$ cat src/rtl/mem_lsu_master.sv
// mem_lsu_master: load/store initiator for a 64-bit word-addressed data memory.
// Takes byte-addressed load/store requests of 1/2/4/8 bytes over a valid/ready
// handshake. Loads are sign- or zero-extended. Sub-doubleword stores use
// read-modify-write, because the memory only writes whole words.
// Optional build macro: LSU_RANGE_CHECK_EN. When it is defined, a request whose
// word index is at or above 2**depth is rejected as an error and no memory
// access is made.
module mem_lsu_master #(
   parameter int width = 64,
   parameter int depth = 8
) (
   input  logic             clk,
   input  logic             rst_n,
   input  logic             req_valid,
   output logic             req_ready,
   input  logic             req_write,
   input  logic [1:0]       req_size,
   input  logic             req_unsigned,
   input  logic [width-1:0] req_addr,
   input  logic [width-1:0] req_wdata,
   output logic             resp_valid,
   output logic [width-1:0] resp_rdata,
   output logic             resp_err,
   output logic             memoryRead,
   output logic             memoryWri,
   output logic [width-1:0] address,
   output logic [width-1:0] dataWri,
   input  logic [width-1:0] dataRead
);

   typedef enum logic [2:0] {
      S_IDLE = 3'd0,
      S_RD   = 3'd1,
      S_WR   = 3'd2,
      S_RESP = 3'd3,
      S_ERR  = 3'd4
   } state_e;

   localparam logic [1:0] SZ_BYTE  = 2'b00;
   localparam logic [1:0] SZ_HALF  = 2'b01;
   localparam logic [1:0] SZ_WORD  = 2'b10;
   localparam logic [1:0] SZ_DWORD = 2'b11;

   state_e           state_q, state_d;
   logic             write_q, write_d;
   logic [1:0]       size_q, size_d;
   logic             unsigned_q, unsigned_d;
   logic [2:0]       off_q, off_d;
   logic [width-1:0] wdata_q, wdata_d;
   logic [width-1:0] rdata_q, rdata_d;
   logic [width-1:0] address_q, address_d;
   logic [width-1:0] datawri_q, datawri_d;

   logic misaligned;
   logic out_of_range;

   // Mask covering the low size_bytes bytes, before it is moved to the lane.
   function automatic logic [width-1:0] lane_mask(input logic [1:0] size);
      logic [width-1:0] m;
      case (size)
         SZ_BYTE: m = {{(width-8){1'b0}},  8'hFF};
         SZ_HALF: m = {{(width-16){1'b0}}, 16'hFFFF};
         SZ_WORD: m = {{(width-32){1'b0}}, 32'hFFFF_FFFF};
         default: m = '1;
      endcase
      return m;
   endfunction

   // Replace the addressed lane of old_w with the low bytes of new_w.
   function automatic logic [width-1:0] merge_word(input logic [width-1:0] old_w,
                                                   input logic [width-1:0] new_w,
                                                   input logic [2:0]       off,
                                                   input logic [1:0]       size);
      logic [width-1:0] m;
      m = lane_mask(size) << {off, 3'b000};
      return (old_w & ~m) | ((new_w << {off, 3'b000}) & m);
   endfunction

   // Move the addressed lane down to bit 0, then sign- or zero-extend it.
   function automatic logic [width-1:0] extend_load(input logic [width-1:0] w,
                                                    input logic [2:0]       off,
                                                    input logic [1:0]       size,
                                                    input logic             uns);
      logic [width-1:0] s;
      logic [width-1:0] r;
      s = w >> {off, 3'b000};
      case (size)
         SZ_BYTE: r = uns ? {{(width-8){1'b0}}, s[7:0]}   : {{(width-8){s[7]}}, s[7:0]};
         SZ_HALF: r = uns ? {{(width-16){1'b0}}, s[15:0]} : {{(width-16){s[15]}}, s[15:0]};
         SZ_WORD: r = uns ? {{(width-32){1'b0}}, s[31:0]} : {{(width-32){s[31]}}, s[31:0]};
         default: r = s;
      endcase
      return r;
   endfunction

   // Alignment check on the incoming request: the low address bits must be zero for its size.
   always_comb begin
      misaligned = 1'b0;
      case (req_size)
         SZ_HALF:  misaligned = req_addr[0];
         SZ_WORD:  misaligned = |req_addr[1:0];
         SZ_DWORD: misaligned = |req_addr[2:0];
         default:  misaligned = 1'b0;
      endcase
   end

`ifdef LSU_RANGE_CHECK_EN
   // Any word-index bit at or above depth means the request lies beyond the memory.
   assign out_of_range = |req_addr[width-1:depth+3];
`else
   assign out_of_range = 1'b0;
`endif

   // State and datapath registers; reset clears everything, so any write in flight is aborted.
   // NOTE: sequential state uses non-blocking (<=) so every register samples its pre-edge value.
   always_ff @(posedge clk or negedge rst_n) begin
      if (!rst_n) begin
         state_q    <= S_IDLE;
         write_q    <= 1'b0;
         size_q     <= 2'b00;
         unsigned_q <= 1'b0;
         off_q      <= 3'b000;
         wdata_q    <= '0;
         rdata_q    <= '0;
         address_q  <= '0;
         datawri_q  <= '0;
      end else begin
         state_q    <= state_d;
         write_q    <= write_d;
         size_q     <= size_d;
         unsigned_q <= unsigned_d;
         off_q      <= off_d;
         wdata_q    <= wdata_d;
         rdata_q    <= rdata_d;
         address_q  <= address_d;
         datawri_q  <= datawri_d;
      end
   end

   // Next state, request latching, and the registered address/write data for the next strobe.
   // NOTE: every signal gets a default first, so no path leaves one unassigned and no latch is inferred.
   always_comb begin
      state_d    = state_q;
      write_d    = write_q;
      size_d     = size_q;
      unsigned_d = unsigned_q;
      off_d      = off_q;
      wdata_d    = wdata_q;
      rdata_d    = rdata_q;
      address_d  = '0;
      datawri_d  = '0;
      case (state_q)
         S_IDLE: begin
            if (req_valid) begin
               write_d    = req_write;
               size_d     = req_size;
               unsigned_d = req_unsigned;
               off_d      = req_addr[2:0];
               wdata_d    = req_wdata;
               if (misaligned || out_of_range) begin
                  state_d = S_ERR;
               end else if (req_write && (req_size == SZ_DWORD)) begin
                  state_d   = S_WR;
                  address_d = req_addr >> 3;
                  datawri_d = req_wdata;
               end else begin
                  state_d   = S_RD;
                  address_d = req_addr >> 3;
               end
            end
         end
         S_RD: begin
            rdata_d = dataRead;
            if (write_q) begin
               state_d   = S_WR;
               address_d = address_q;
               datawri_d = merge_word(dataRead, wdata_q, off_q, size_q);
            end else begin
               state_d = S_RESP;
            end
         end
         S_WR:    state_d = S_RESP;
         S_RESP:  state_d = S_IDLE;
         S_ERR:   state_d = S_IDLE;
         default: state_d = S_IDLE;
      endcase
   end

   // Strobes and the response are decoded from the state register.
   // NOTE: because they come straight from the async-reset state, memoryWri drops as soon as rst_n falls.
   always_comb begin
      req_ready  = (state_q == S_IDLE);
      memoryRead = (state_q == S_RD);
      memoryWri  = (state_q == S_WR);
      resp_valid = (state_q == S_RESP) || (state_q == S_ERR);
      resp_err   = (state_q == S_ERR);
      resp_rdata = '0;
      if ((state_q == S_RESP) && !write_q) begin
         resp_rdata = extend_load(rdata_q, off_q, size_q, unsigned_q);
      end
   end

   assign address = address_q;
   assign dataWri = datawri_q;

endmodule

$ cat config.mk
export PLATFORM = sky130hd
export DESIGN_NAME = mem_lsu_master
export DESIGN_NICKNAME = d
export VERILOG_FILES = /design/src/rtl/mem_lsu_master.sv
export SDC_FILE = /design/constraint.sdc
export NUM_CORES = 1
export LEC_CHECK = 0
export ABC_AREA = 1
export BUFFER_PORTS_ARGS = -buffer_cell sky130_fd_sc_hd__buf_2
export CAP_MARGIN = 30
export CORE_MARGIN = 2
export CORE_UTILIZATION = 30
export CTS_CLUSTER_DIAMETER = 120
export DETAILED_ROUTE_END_ITERATION = 12
export PLACE_DENSITY = 0.53
export SYNTH_ARGS = -nofsm -noshare
export SYNTH_HDL_FRONTEND = slang
export SYNTH_SLANG_ARGS = --single-unit
$ cat constraint.sdc
create_clock -name clk -period 1.6 [get_ports clk]
set_clock_uncertainty 0.05 [all_clocks]
set_input_delay 0.16 -clock clk [delete_from_list [all_inputs] [get_ports clk]]
set_output_delay 0.16 -clock clk [all_outputs]
set_load 0.01 [all_outputs]
==> key figures <==
Clock tree
  • Worst skew pair latency: 580 ps
  • Sink Count: 263
  • Root Driver: clkbuf_16
  • CTS tree: built
  • Htree depth: 1
  • Max clock buf depth: 3
  • Clock-pin slew on the worst setup and hold paths: 60 ps
  • Clock buffer count from CTS: 30

Synth
  • Synth top area share: 44.38%
  • Gate Count Post-Synth: 2067
  • Yosys Warn Count: 0
  • Biggest area consumer among synthesized cells: dfrtp_1
  • Top-count cell post-synth: nand2_1
  • Seq cells post-synth: ~260
  • Post-synth top cells: 714 x nand2_1, 334 x o21ai_0, 263 x dfrtp_1, 152 x inv_1, 82 x nor2_1
  • Synth area leaders: dfrtp_1 44%, nand2_1 18%, o21ai_0 11%, inv_1 3.8%, a21oi_1 2.6%
  • Dominant synthesized flop cell: dfrtp_1
  • Synth unique cells: 34
  • Share of flip-flops with an asynchronous set or reset: 100.0%
  • Synthesized area: 0.01483 mm^2
  • Post-synth EDFFs: 0
  • Syn_area_per_cell: a little over 7 um^2
  • Post-synthesis sequential area ratio: 44.38%

Floorplanning
  • Die Y: 226.3 um
  • # IOs: 396
  • Starting density of the core: 30.36%
  • Die width: 226.3 um
  • Num rows: between 80 and 90
  • Placeable Area: 0.04885 mm^2
  • Area of the die: 0.05123 mm^2

Detailed routing
  • First-pass iteration count of the detailed router: 5
  • DRC: 0
  • Drt total wl: 69030 um
  • Vias per inst: 4.852
  • Vias: 17186
  • 1st-iter DRT viols: 1205
  • Final ANT Viol Nets: 0
  • DR WL/cell: between 15 and 20 um

Finish
  • Fill cells: 4867
  • Synthesis-to-layout area growth: 58.75%
  • Non-Filler Instances: 3542
  • Layout cells sized above 1: about a third
  • Final #Nets: 3051
  • Final core occ: 48.19%

Worst setup path
  • WP data arrival: 2370 ps
  • R2R depth: 11
  • Worst path max stage delay: 520 ps
  • Critical Path End Type: output port
  • Critical path buffers and inverters: 3
  • Critical path class: reg2out
  • Crit path depth: 8
  • CP delay by family, top: flip-flops
  • WP data required: 1390 ps
  • CP Cell Sequence: buf_12, buf_12, or2_2, o211ai_1, o211ai_1, nand3_1, a21oi_1, buf_2
  • CP Launch Type: register
  • Max FO, Critical Path: 29
  • CP max stage cell: dfrtp_4

Run status
  • Failing checks: hold timing, setup timing
  • Outcome: complete, but fails checks

Hold path
  • WHS Path Cells: 5
  • Worst hold path class: in2reg

Timing
  • Final Max Tran Viols: 0
  • Final WS setup: -983.2 ps
  • Count of final setup violators: around 160
  • Hold Vio Cnt, Final: 1
  • Hold slack: -9.234 ps
  • Maximum clock rate: between 0.3 and 0.4 GHz
  • Fin crit share: 161.4%
  • Final setup TNS: -82630 ps
  • RSZ-0062 raised after global routing: yes
  • Period minus WS final: 2583 ps

Global routing
  • Antenna violations before repair: 2
  • GRT Total Usage: around a quarter
  • Congestion Overflow GR: 0
  • Largest net degree at the start of global routing: 64
  • Vias in the first global route: 17301
  • First-pass GRT wire length: 102500 um

Placed design
  • Placed cells: 3269
  • Routability cong.: just under 1
  • Hpwl dp: 52290 um
  • IO buf count: around 400

Power and ir drop
  • Pleak: roughly 12 nW
  • VDD IR max: 0.001019 V
  • Pwr Density: 1963 mW/mm^2
  • Final Power: 0.04620 W

Run
  • Max-Cap Viols: 0
## cells by family after synthesis
logic type / Yosys count / synth area share, %
AO/OA/AOI/OAI: 541 / 19.34
buffers and inverters: 316 / 9.349
flip-flops: 263 / 44.38
other: 1 / 0.02529
AND/OR/NAND/NOR: 946 / 26.91
## cells in the final DEF (no fill, tap or decap), types with 50 or more instances in the layout
master         count
nor2_1            66
o21ai_1          119
a21oi_1           61
dlygate4sd3_1    197
o211ai_1          50
inv_1            139
o21ai_0          230
buf_2            389
nand3_1           70
dfrtp_1          260
nand2_1          697
buf_4            263
## report_power, final
| group | internal (W) | switching, W |
|---|---|---|
| Clock | 0.00479 | 0.00296 |
| Sequential | 0.00873 | 0.00162 |
| Combinational | 0.0117 | 0.0164 |
| Total | 0.0252 | 0.0210 |
## worst paths after layout
kind | from | endpoint | slack, ps
min in group asynchronous | rst_n | wdata_q[0] | 30
worst min register to register | address[38] | address[38] | 430
worst max-delay path | off_q[0] | resp_rdata[9] | -980
max in group asynchronous | rst_n | dataWri[59] | 770
worst min-delay path | req_valid | wdata_q[26] | -9
worst max register to register | off_q[0] | dataWri[60] | -520
## timing repair
item	CTS	global route
gates resized for setup	144	113
cloned	0	4
endpoints found under the hold margin	523	0
setup endpoints to repair	207	309
setup buffers	4	12
hold buffers	197	0
pin swaps	12	17
## routing by layer
metal	GRT usage, %	wire length [um]
met2	44.92	33210
met3	4.056	4271
met1	33.31	28650
met4	10.57	2900
met5	0	0
## flip-flops by register name, summed over array words and instances, names as in the netlist
register	cells
dataWri	64
off_q	3
address	61
write_q	1
size_q	2
wdata_q	64
state_q	3
rdata_q	64
unsigned_q	1
## worst min-delay path, stage by stage
cell,delay [ps]
buf_2,90
nand2_2,70
clkinv_4,100
nand2_1,80
o21ai_0,70
## metrics by stage
step           cell area (um^2)  setup slack, ps
2_1_floorplan             15080           -104.2
5_1_grt                   23540            -1081
3_3_place_gp              19640           -534.4
3_5_place_dp              19640           -545.3
4_1_cts                   23110            -1010
6_report                  23540           -983.2
## area by class of cell
type | instances | area [um^2] | share of cell area, %
diodes | 2 | 5.005 | 0.02126
clock buffers | 43 | 880.8 | 3.742
clock inverters | 13 | 229.0 | 0.9726
inverters | 166 | 654.4 | 2.780
multi-input cells | 1490 | 7521 | 31.95
flip-flops and latches | 263 | 6588 | 27.98
well taps | 664 | 830.8 | 3.529
repair buffers | 901 | 6833 | 29.02
Power figures use the tool's default switching activity.
